## config.mk

```make
export PLATFORM = sky130hd
export DESIGN_NAME = seq_pp_accumulator
export DESIGN_NICKNAME = d
export VERILOG_FILES = /design/src/rtl/seq_pp_accumulator.sv
export SDC_FILE = /design/constraint.sdc
export NUM_CORES = 1
export LEC_CHECK = 0
export ABC_CLOCK_PERIOD_IN_PS = 6350
export BUFFER_PORTS_ARGS = -buffer_cell sky130_fd_sc_hd__buf_2
export CAP_MARGIN = 20
export CORE_MARGIN = 2
export CORE_UTILIZATION = 44
export DETAILED_ROUTE_END_ITERATION = 8
export PLACE_DENSITY = 0.78
export RECOVER_POWER = 50
export SETUP_SLACK_MARGIN = 0.15
export SLEW_MARGIN = 20
export SYNTH_ARGS = -nofsm -noshare
export SYNTH_HDL_FRONTEND = slang
export SYNTH_SLANG_ARGS = --single-unit
```

## constraint.sdc

```tcl
create_clock -name clk -period 6.35 [get_ports clk]
set_clock_uncertainty 0.15 [all_clocks]
set_input_delay 1.27 -clock clk [delete_from_list [all_inputs] [get_ports clk]]
set_output_delay 1.27 -clock clk [all_outputs]
set_load 0.005 [all_outputs]
```

## src/rtl/seq_pp_accumulator.sv

```systemverilog
`default_nettype none
// ============================================================================
// Module      : seq_pp_accumulator
// Description : Sequential shift-and-add multiplier front end. It produces a
//               carry-save (carry row, sum row) pair for a final adder.
// Revision    : 1.0 - initial release
// ============================================================================
module seq_pp_accumulator #(
    parameter int OPWIDTH        = 8,
    parameter int INPUTWIDTH     = 16,
    parameter int LEASTSIGNIFCOL = 0
) (
    input  logic                                 clk,
    input  logic                                 rst_n,
    input  logic                                 in_valid,
    output logic                                 in_ready,
    input  logic [OPWIDTH-1:0]                   a,
    input  logic [OPWIDTH-1:0]                   b,
    output logic                                 out_valid,
    input  logic                                 out_ready,
    output logic [INPUTWIDTH-1:LEASTSIGNIFCOL]   pp_accum [1:0]
);

    localparam int                    c_CNT_W = (OPWIDTH > 1) ? $clog2(OPWIDTH) : 1;
    localparam logic [c_CNT_W-1:0]    c_LAST  = c_CNT_W'(OPWIDTH - 1);
    localparam logic [INPUTWIDTH-1:0] c_KEEP  = {INPUTWIDTH{1'b1}} << LEASTSIGNIFCOL;

    if (INPUTWIDTH != 2 * OPWIDTH) begin : g_width_check
        $error("seq_pp_accumulator: INPUTWIDTH must equal 2*OPWIDTH");
    end

    typedef enum logic [1:0] {
        S_IDLE  = 2'd0,
        S_ACCUM = 2'd1,
        S_DONE  = 2'd2
    } state_t;

    state_t                r_state;
    state_t                w_state_nxt;
    logic [OPWIDTH-1:0]    r_a;
    logic [OPWIDTH-1:0]    r_b;
    logic [c_CNT_W-1:0]    r_i;
    logic [INPUTWIDTH-1:0] r_sum;
    logic [INPUTWIDTH-1:0] r_carry;

    logic [INPUTWIDTH-1:0] w_pp;
    logic [INPUTWIDTH-1:0] w_maj;
    logic [INPUTWIDTH-1:0] w_sum_nxt;
    logic [INPUTWIDTH-1:0] w_carry_nxt;
    logic                  w_last;

    // Discarded columns are masked on every term so they never re-enter via carries.
    assign w_pp        = r_b[r_i] ? ((INPUTWIDTH'(r_a) << r_i) & c_KEEP) : '0;
    assign w_sum_nxt   = r_sum ^ r_carry ^ w_pp;
    assign w_maj       = (r_sum & r_carry) | (r_sum & w_pp) | (r_carry & w_pp);
    assign w_carry_nxt = (w_maj << 1) & c_KEEP;
    assign w_last      = (r_i == c_LAST);

    always_ff @(posedge clk or negedge rst_n) begin
        if (!rst_n) begin
            r_state <= S_IDLE;
        end else begin
            r_state <= w_state_nxt;
        end
    end

    always_comb begin
        w_state_nxt = r_state;
        in_ready    = 1'b0;
        out_valid   = 1'b0;
        case (r_state)
            S_IDLE: begin
                in_ready = 1'b1;
                if (in_valid) begin
                    w_state_nxt = S_ACCUM;
                end
            end
            S_ACCUM: begin
                if (w_last) begin
                    w_state_nxt = S_DONE;
                end
            end
            S_DONE: begin
                out_valid = 1'b1;
                if (out_ready) begin
                    w_state_nxt = S_IDLE;
                end
            end
            default: begin
                w_state_nxt = S_IDLE;
            end
        endcase
    end

    always_ff @(posedge clk or negedge rst_n) begin
        if (!rst_n) begin
            r_a     <= '0;
            r_b     <= '0;
            r_i     <= '0;
            r_sum   <= '0;
            r_carry <= '0;
        end else begin
            case (r_state)
                S_IDLE: begin
                    if (in_valid) begin
                        r_a     <= a;
                        r_b     <= b;
                        r_i     <= '0;
                        r_sum   <= '0;
                        r_carry <= '0;
                    end
                end
                S_ACCUM: begin
                    r_sum   <= w_sum_nxt;
                    r_carry <= w_carry_nxt;
                    // Counter saturates on the last step instead of wrapping.
                    if (!w_last) begin
                        r_i <= r_i + 1'b1;
                    end
                end
                default: begin
                end
            endcase
        end
    end

    assign pp_accum[1] = r_carry[INPUTWIDTH-1:LEASTSIGNIFCOL];
    assign pp_accum[0] = r_sum[INPUTWIDTH-1:LEASTSIGNIFCOL];

endmodule
`default_nettype wire

```

==> metrics.md, run 1 <==
| Metric | Value |
|---|---|
| Status | `finished with violations` |
| Violated checks | `max-capacitance violations, max-slew violations` |
| Setup repair after global routing missed its margin | `no` |
| Routed wire length | `5840 um` |
| Synth area leader | `dfrtp_1` |
| First-pass GRT wire length | `9920 um` |
| Seq. cell area | `1300 um^2` |
| Syn. warnings | `0` |
| Sequential share of the synthesized area | `0.461` |
| Metal3 WL | `285 um` |
| Layout Cells excl Fill | `372` |
| DRT met1 WL | `2600 um` |
| Fill count | `597` |
| I/O pin total | `54` |
| Setup Buffers After CTS | `0` |
| Top cells by count, synth | `dfrtp_1, nand2_1, inv_1` |
| Mapped Avg Cell Area | `11.3 um^2` |
| Vias in the first global route | `1946` |
| # resized after CTS | `0` |
| Area grow syn2layout | `12.8%` |
| 1st-iter DRT viols | `174` |
| Tot Pwr | `1.62 mW` |
| Clock tree buffer depth | `2` |
| CTS H-tree depth | `2` |
| Mapped Cells | `251` |
| Max Slew Vio Count | `102` |
| Routed wl met2 | `2860 um` |
| Crit path DAT | `3.83 ns` |
| CP Launch Type | `primary input` |
| Async SR Flop Fraction | `1.00` |
| Worst path max stage delay | `1.60 ns` |
| Area of the multi-input gates | `1330 um^2` |
| Worst min-delay path category | `flip-flop to flip-flop` |
| Leak | `1.42 nW` |
| Half-perimeter wire length after placement | `4310 um` |
| Die span in x | `84.1 um` |
| Req. time, crit path | `6.39 ns` |
| Routed len/inst | `15.7 um` |
| Top sig layer | `met4` |
| Primary FF master, synth | `dfrtp_1` |
| EDFF count, synth | `0` |
| Power per cell area | `507 nW/um^2` |
| FP Rows | `29` |
| TNS Setup | `0 ns` |
| Clk_lat worst skew | `0.30 ns` |
| Pin count of the biggest net entering global routing | `55` |
| Final Hold Viols | `0` |
| # diodes | `0` |
| Post-synthesis register bit count | `52` |
| Place WS | `3.48 ns` |
| Die extent in y | `84.1 um` |
| Initial Util | `0.450` |
| Core Region | `6280 um^2` |
| Max Freq | `0.263 GHz` |
| Worst setup EP type | `flip-flop` |
| Reg clk slew, reported paths | `0.09 ns` |
| CP delay by family, top | `buffers and inverters` |
| Max-cap violation count | `2` |
| Cts hold-fix bufs | `0` |
| Share of cells above drive strength 1 | `0.258` |
| Top-count cell post-synth | `dfrtp_1` |
| Count of final setup violators | `0` |
| Syn Nets | `288` |
| Crit path cell chain | `buf_2 > nor3b_2 > clkbuf_1 > nor2_1 > mux2_2` |
| Clk root buf | `clkbuf_8` |
| Overflow after GRT | `0` |
| Vias per cell | `5.52` |
| Placed insts | `364` |
| I/O Buffers | `52` |
| Sink Count | `52` |
| CP max-delay cell | `clkbuf_1` |
| CP Max Fanout | `48` |
| CP Buf/Inv Count | `2` |
| Gr usage total | `0.175` |
| Netlist cell types | `32` |
| Maximum vdd ir drop | `0.203 mV` |
| Nets | `331` |
| Synth top area cells | `dfrtp_1, fa_1, mux2_2, o22ai_1, nand2_1` |
| Worst Tran Pin Value | `2.72 ns` |
| GP Congestion | `0.846` |
| Slew Limit Headroom | `-0.813` |
| DR vias | `2054` |
| Period minus WS final | `3.80 ns` |
| Fin crit share | `0.598` |
| Initial antenna violation count | `0` |
| WS Path Type | `primary input to flip-flop` |
| CTS tree | `built` |
| CTS Buf Count | `5` |
| # DRC | `0` |
| Mapped Area | `2820 um^2` |
| Top-area cell type share of the netlist area | `0.461` |
| Antenna violation net count after detailed routing | `0` |
| Setup ws final | `2.55 ns` |
| Die area | `7070 um^2` |
| Pre-antenna DRT Iters | `4` |
[worst register-to-register path: cells and delay by family (launching register included)]
kind | cells | cell delay [ns]
muxes | 1 | 0.41
buffers and inverters | 1 | 1.60
DFF | 1 | 0.46
and+or+nand+nor | 2 | 0.55
[stage by stage]
stage | cell area [um^2] | utilization | hold slack (ns)
floorplan | 2820 | - | 0.325
global placement | 3110 | 0.496 | 0.328
detailed placement | 3110 | 0.496 | 0.339
CTS | 3200 | 0.510 | 0.357
global route | 3190 | 0.507 | 0.399
finish | 3190 | 0.507 | 0.360
[worst paths after layout]
kind                            cells after the start   endpoint       start  slack, ns
worst max-delay path                                5     r_i[0]    in_valid       2.55
worst min-delay path                                1  r_sum[15]   r_sum[15]       0.36
worst max register to register                      4     r_i[0]  r_state[1]       3.07
worst min register to register                      1  r_sum[15]   r_sum[15]       0.36
max in group asynchronous                           2     r_i[1]       rst_n       2.74
min in group asynchronous                           2     r_a[7]       rst_n       1.78
[cell families after synthesis]
group,share of synthesized area
AO/OA/AOI/OAI,0.0966
adder cells (fa/ha/maj),0.113
buffers and inverters,0.0709
flip-flops,0.461
multiplexers,0.144
other,0.00133
AND/OR/NAND/NOR,0.113
[cell type report]
class / instances / area share
Timing Repair Buffer: 54 / 0.0813
Multi-Input combinational cell: 152 / 0.418
Clock buffer: 8 / 0.0283
Tap cell: 77 / 0.0302
Inverter: 29 / 0.0342
Sequential cell: 52 / 0.408
[sequential cells by signal, summed over array words and instances, names as in the netlist]
register,cells
r_i,3
r_sum,16
r_carry,15
r_b,8
r_a,8
r_state,2
[report_power, final]
| part | leakage, nW | total [mW] | internal, mW | switching, mW |
|---|---|---|---|---|
| registers | 0.661 | 0.628 | 0.468 | 0.160 |
| clock network | 0.0455 | 0.192 | 0.0891 | 0.103 |
| logic | 0.711 | 0.795 | 0.392 | 0.403 |
| total | 1.42 | 1.62 | 0.949 | 0.666 |
[layout by cell type, fill, tap and decap left out, types with 3 or more instances in the layout]
cell      netlist  final
o21ai_0         4      4
mux2i_1         7      7
nand3b_1        4      4
o22ai_1        26     26
inv_1          29     29
mux2_2         17     17
nand2_1        37     37
a31oi_1         5      5
fa_1           14     14
clkbuf_1        4     11
and3_1          4      4
mux4_1          3      3
buf_2          10     45
mux4_2          3      3
ha_1            3      3
clkbuf_8        0      6
dfrtp_1        52     52
nor2_1          4      4
a22o_1          3      3
[layer usage]
layer | global-route usage | vias up
li1 | - | 953
met1 | 0.252 | 1026
met2 | 0.271 | 68
met3 | 0.0386 | 7
met4 | 0.0499 | 0
met5 | 0 | -
No activity file was read; power rests on OpenSTA's default activity.
==> run 2, diff against run 1 <==
--- a/config.mk
+++ b/config.mk
@@ -5,7 +5,7 @@
 export SDC_FILE = /design/constraint.sdc
 export NUM_CORES = 1
 export LEC_CHECK = 0
-export ABC_CLOCK_PERIOD_IN_PS = 6350
+export ABC_CLOCK_PERIOD_IN_PS = 3640
 export BUFFER_PORTS_ARGS = -buffer_cell sky130_fd_sc_hd__buf_2
 export CAP_MARGIN = 20
 export CORE_MARGIN = 2
==> constraint.sdc (replaced) <==
create_clock -name clk -period 3.64 [get_ports clk]
set_clock_uncertainty 0.15 [all_clocks]
set_input_delay 0.728 -clock clk [delete_from_list [all_inputs] [get_ports clk]]
set_output_delay 0.728 -clock clk [all_outputs]
set_load 0.005 [all_outputs]
==> run 2 against run 1 <==
Net effect:
- the flow still finishes with violations (max-capacitance violations, max-slew violations)
- first-iteration DRC count fell by 45%
- sequential share of layout area fell by 0.16 points
- global-route usage fell by 0.063 points
- core utilization rose by 0.20 points
- clock power rose by 74%
- sequential power rose by 75%
- worst setup slack got worse by 1.7 ns
- final cell count rose by 0.27%
- critical path depth did not move
- critical endpoint is now r_sum[6]
- largest power group unchanged
==> metrics.md, run 2 (synthesized netlist as in run 1, its figures left out) <==
| Metric | Value |
|---|---|
| Nets | `332 (+0.30%)` |
| Gr usage total | `0.175 (-0.000632)` |
| DR vias | `1986 (-3.3%)` |
| Leak | `1.44 nW (+1.7%)` |
| Fill count | `582 (-2.5%)` |
| Status | `finished with violations` |
| Worst path max stage delay | `0.86 ns (-0.74 ns)` |
| Overflow after GRT | `0 (unchanged)` |
| WS Path Type | `flip-flop to flip-flop` |
| CP Buf/Inv Count | `0 (-2)` |
| Number of flip-flops in the largest register | `16 (unchanged)` |
| Setup ws final | `0.826 ns (-1.73 ns)` |
| Tot Pwr | `2.81 mW (+74%)` |
| Worst path depth | `5 (unchanged)` |
| Max Freq | `0.355 GHz` |
| I/O Buffers | `52 (unchanged)` |
| Place WS | `0.839 ns (-2.64 ns)` |
| Fin crit share | `0.773` |
| Antenna violation net count after detailed routing | `0 (unchanged)` |
| Top Registers | `r_sum: 16 flops, r_carry: 15 flops` |
| Clock tree buffer depth | `2 (unchanged)` |
| Crit path cell chain | `mux4_2 > and3_1 > a31oi_1 > fa_1 > o22ai_1` |
| Commonest cells after routing, fill and taps aside | `dfrtp_1, buf_2, nand2_1` |
| Worst Tran Pin Value | `1.96 ns (-0.761 ns)` |
| First-pass GRT wire length | `9870 um (-0.48%)` |
| Sink Count | `52 (unchanged)` |
| Core Region | `6280 um^2 (unchanged)` |
| Routed wire length | `5770 um (-1.1%)` |
| # DRC | `0 (unchanged)` |
| Initial Util | `0.450 (unchanged)` |
| Count of final setup violators | `0 (unchanged)` |
| Die area | `7070 um^2 (unchanged)` |
| Initial antenna violation count | `0 (unchanged)` |
| Period minus WS final | `2.81 ns` |
| GP Congestion | `0.869 (+2.7%)` |
| CP max-delay cell | `dfrtp_1` |
| TNS Setup | `0 ns (unchanged)` |
| Reg clk slew, reported paths | `0.09 ns (about the same)` |
| 1st-iter DRT viols | `96 (-45%)` |
| Routed len/inst | `15.5 um (-1.4%)` |
| CTS tree | `built` |
| Cts hold-fix bufs | `0 (unchanged)` |
| CP Launch Type | `flip-flop` |
| Setup repair after global routing missed its margin | `no` |
| Die extent in y | `84.1 um (unchanged)` |
| Final Hold Viols | `0 (unchanged)` |
| Share of cells above drive strength 1 | `0.274 (+0.0160)` |
| Most common cell after layout, fill and taps aside | `dfrtp_1` |
| Req. time, crit path | `3.70 ns (-2.69 ns)` |
| Clk_lat worst skew | `0.31 ns (about the same)` |
| Max Slew Vio Count | `37 (-64%)` |
| Worst min-delay path category | `flip-flop to flip-flop` |
| Power per cell area | `880 nW/um^2 (+73%)` |
| Area grow syn2layout | `13.2%` |
| Max-cap violation count | `1 (-1)` |
| FP Rows | `29 (unchanged)` |
| I/O pin total | `54 (unchanged)` |
| CTS H-tree depth | `2 (unchanged)` |
| Crit path DAT | `2.88 ns (-0.95 ns)` |
| Vias per cell | `5.32 (-3.6%)` |
| Pin count of the biggest net entering global routing | `55 (unchanged)` |
| Die span in x | `84.1 um (unchanged)` |
| Violated checks | `max-capacitance violations, max-slew violations` |
| Slew Limit Headroom | `-0.306 (+0.507)` |
| Clk root buf | `clkbuf_8` |
| R2R depth | `5 (+1)` |
| Pre-antenna DRT Iters | `4 (unchanged)` |
| Vias in the first global route | `1990 (+2.3%)` |
| Half-perimeter wire length after placement | `4240 um (-1.8%)` |
| # resized after CTS | `0 (unchanged)` |
| Final core occ | `0.509 (+0.00199)` |
| Top reg by flops | `r_sum` |
| CP delay by family, top | `flip-flops` |
| Hold path cells | `1 (unchanged)` |
| Setup Buffers After CTS | `0 (unchanged)` |
| Worst setup EP type | `flip-flop` |
| # diodes | `0 (unchanged)` |
| Maximum vdd ir drop | `0.401 mV (+97%)` |
| CP Max Fanout | `19 (-60%)` |
| CTS Buf Count | `5 (unchanged)` |
-- run 2: cell types whose count changed in the layout (fill, tap and decap cells not counted), sizes merged --
cell and delta:
buf +5, clkbuf -4
-- run 2: metrics by stage --
stage,cell area [um^2],hold slack (ns),cells
2_1_floorplan,2820,0.282,251
3_3_place_gp,3120,0.329,365
3_5_place_dp,3120,0.340,365
4_1_cts,3210,0.351,373
5_1_grt,3200,0.397,373
6_report,3200,0.349,373
-- run 2: report_power, final --
group	internal (mW)	total (mW)	switching, mW	leakage [nW]
logic	0.683	1.38	0.697	0.734
registers	0.815	1.10	0.284	0.661
clock network	0.155	0.334	0.178	0.0455
-- run 2: area by class of cell --
type	count	area (um^2)	area share
multi-input combinational	152	1330	0.416
sequential	52	1300	0.407
timing repair buffer	55	272	0.0849
inverter	29	109	0.0340
tap	77	96.3	0.0301
clock buffer	8	90.1	0.0282
-- run 2: final timing paths --
| check | from | end | slack [ns] |
|---|---|---|---|
| worst max-delay path | r_i[0] | r_sum[6] | 0.83 |
| worst max register to register | r_i[0] | r_sum[6] | 0.83 |
| worst min register to register | r_sum[15] | r_sum[15] | 0.35 |
| min in group asynchronous | rst_n | r_a[4] | 0.81 |
| max in group asynchronous | rst_n | r_sum[0] | 1.29 |
| worst min-delay path | r_sum[15] | r_sum[15] | 0.35 |
-- run 2: layer usage --
metal	vias up	global-route usage	part of all wire
met3	8	0.0445	0.046
met1	974	0.247	0.46
met2	47	0.276	0.48
met5	-	0	0
li1	957	-	-
met4	0	0.0381	0.012
==> run 3, diff against run 2 <==
--- a/config.mk
+++ b/config.mk
@@ -5,7 +5,7 @@
 export SDC_FILE = /design/constraint.sdc
 export NUM_CORES = 1
 export LEC_CHECK = 0
-export ABC_CLOCK_PERIOD_IN_PS = 3640
+export ABC_CLOCK_PERIOD_IN_PS = 2650
 export BUFFER_PORTS_ARGS = -buffer_cell sky130_fd_sc_hd__buf_2
 export CAP_MARGIN = 20
 export CORE_MARGIN = 2
==> constraint.sdc (replaced) <==
create_clock -name clk -period 2.65 [get_ports clk]
set_clock_uncertainty 0.15 [all_clocks]
set_input_delay 0.53 -clock clk [delete_from_list [all_inputs] [get_ports clk]]
set_output_delay 0.53 -clock clk [all_outputs]
set_load 0.005 [all_outputs]
==> run 3 against run 2 <==
Net effect:
- the flow now finishes without violations
- critical path depth unchanged
- fmax up 19%
- register-to-register slack worse by 0.55 ns
- design area up 2.2%
- hold slack worse by 0.057 ns
- core utilization up 1.1 points
- sequential cell count unchanged
==> metrics.md, run 3 (synthesized netlist as in run 1, its figures left out) <==
| Metric | Value |
|---|---|
| First-pass GRT wire length | `9940 um (+0.76%)` |
| CP max-delay cell | `mux4_2` |
| GP Congestion | `0.803 (-7.7%)` |
| Nets | `334 (+0.60%)` |
| Place WS | `0.102 ns (-0.737 ns)` |
| CP Launch Type | `flip-flop` |
| Power per cell area | `1240 nW/um^2 (+41%)` |
| Die span in x | `84.1 um (unchanged)` |
| Top Registers | `r_sum: 16 flops, r_carry: 15 flops` |
| Final Hold Viols | `0 (unchanged)` |
| Area grow syn2layout | `15.7%` |
| Slew Limit Headroom | `0.0848 (+0.391)` |
| WS Path Type | `flip-flop to flip-flop` |
| Initial Util | `0.450 (unchanged)` |
| Commonest cells after routing, fill and taps aside | `dfrtp_1, buf_2, nand2_1` |
| # diodes | `0 (unchanged)` |
| CTS tree | `built` |
| Setup ws final | `0.278 ns (-0.548 ns)` |
| 1st-iter DRT viols | `155 (+61%)` |
| Die extent in y | `84.1 um (unchanged)` |
| Pre-antenna DRT Iters | `4 (unchanged)` |
| CP delay by family, top | `multiplexers` |
| Switching power | `1.63 mW (+41%)` |
| Worst min-delay path category | `primary input to flip-flop` |
| Sw Share | `0.402 (-0.0104)` |
| DR vias | `2054 (+3.4%)` |
| FP Rows | `29 (unchanged)` |
| Worst path max stage delay | `0.61 ns (-0.25 ns)` |
| Worst Tran Pin Value | `1.37 ns (-0.586 ns)` |
| Half-perimeter wire length after placement | `4310 um (+1.7%)` |
| Most common cell after layout, fill and taps aside | `dfrtp_1` |
| CP Buf/Inv Count | `0 (unchanged)` |
| I/O Buffers | `52 (unchanged)` |
| Cts hold-fix bufs | `0 (unchanged)` |
| Max Slew Vio Count | `0 (-100%)` |
| CTS H-tree depth | `2 (unchanged)` |
| Leak | `1.46 nW (+1.2%)` |
| Share of cells above drive strength 1 | `0.282 (+0.00823)` |
| Crit path cell chain | `mux4_2 > and3_1 > a31oi_2 > fa_1 > o22ai_1` |
| Pin count of the biggest net entering global routing | `55 (unchanged)` |
| Seq pwr share | `0.357 (-0.034)` |
| Max-cap violation count | `0 (-1)` |
| Vias in the first global route | `1998 (+0.40%)` |
| Clk_lat worst skew | `0.31 ns (about the same)` |
| Comb pwr share | `0.497 (+0.006)` |
| Max Freq | `0.422 GHz (+19%)` |
| Maximum vdd ir drop | `0.532 mV (+33%)` |
| Routed wire length | `5930 um (+2.8%)` |
| CP Max Fanout | `8 (-11)` |
| Core Region | `6280 um^2 (unchanged)` |
| TNS Setup | `0 ns (unchanged)` |
| Clock Power Share | `0.146 (+0.027)` |
| Clock tree buffer depth | `2 (unchanged)` |
| Reg clk slew, reported paths | `0.09 ns (about the same)` |
| Gr usage total | `0.176 (+0.00141)` |
| Die area | `7070 um^2 (unchanged)` |
| Internal power | `2.43 mW (+47%)` |
| Top reg by flops | `r_sum` |
| Initial antenna violation count | `0 (unchanged)` |
| Setup repair after global routing missed its margin | `no` |
| I/O pin total | `54 (unchanged)` |
| Clk root buf | `clkbuf_8` |
| Vias per cell | `5.48 (+2.9%)` |
| Final core occ | `0.521 (+0.0112)` |
| Routed len/inst | `15.8 um (+2.2%)` |
| Crit path DAT | `2.44 ns (-0.44 ns)` |
| Overflow after GRT | `0 (unchanged)` |
| Req. time, crit path | `2.72 ns (-0.98 ns)` |
| Number of flip-flops in the largest register | `16 (unchanged)` |
| Worst setup EP type | `flip-flop` |
| CTS Buf Count | `5 (unchanged)` |
| Sink Count | `52 (unchanged)` |
| Count of final setup violators | `0 (unchanged)` |
| # DRC | `0 (unchanged)` |
| Antenna violation net count after detailed routing | `0 (unchanged)` |
| Status | `complete, no violations` |
| Fin crit share | `0.895 (+0.122)` |
| Period minus WS final | `2.37 ns (-0.442 ns)` |
[run 3: final timing paths]
path | from | to | slack (ns) | cells after the start
worst max-delay path | r_i[0] | r_sum[5] | 0.28 | 5
worst min-delay path | a[4] | r_a[4] | 0.29 | 2
worst max register to register | r_i[0] | r_sum[5] | 0.28 | 5
worst min register to register | r_b[4] | r_b[4] | 0.37 | 1
max in group asynchronous | rst_n | r_i[0] | 0.61 | 2
min in group asynchronous | rst_n | r_sum[10] | 0.36 | 1
[run 3: through the flow]
step	hold WS (ns)	instances	cell area, um^2	total power [mW]
after floorplan	0.0844	251	2820	2.92
after global placement	0.334	366	3150	3.34
after detailed placement	0.349	366	3150	3.47
after CTS	0.0863	374	3280	4.06
after global routing	0.288	375	3270	4.39
final	0.292	375	3270	4.06
[run 3: power groups by stage]
stage / logic [mW] / clock network [mW] / registers (mW)
5_1_grt: 2.25 / 0.640 / 1.50
6_report: 2.02 / 0.593 / 1.45
4_1_cts: 2.01 / 0.600 / 1.45
3_3_place_gp: 1.89 / 0 / 1.45
2_1_floorplan: 1.57 / 0 / 1.35
3_5_place_dp: 2.00 / 0 / 1.47
[run 3: timing repair]
| action | in CTS | in global routing |
|---|---|---|
| endpoints found under the setup margin | 1 | 1 |
| buffers inserted | 0 | 1 |
| hold endpoints to repair | 0 | 0 |
| resized for setup | 1 | 1 |
[run 3: metal layers]
layer | up-vias | wire length [um] | track usage
met5 | - | 0 | 0
met4 | 0 | 70 | 0.0601
met3 | 12 | 360 | 0.0425
met2 | 56 | 2810 | 0.266
met1 | 1031 | 2700 | 0.252
li1 | 955 | - | -
[run 3: cell type report]
type                       count  area, um^2
fill                         552        3010
multi-input combinational    152        1340
sequential                    52        1300
timing repair buffer          57         298
inverter                      29         109
clock buffer                   7        96.3
tap                           77        96.3
clock inverter                 1        30.0
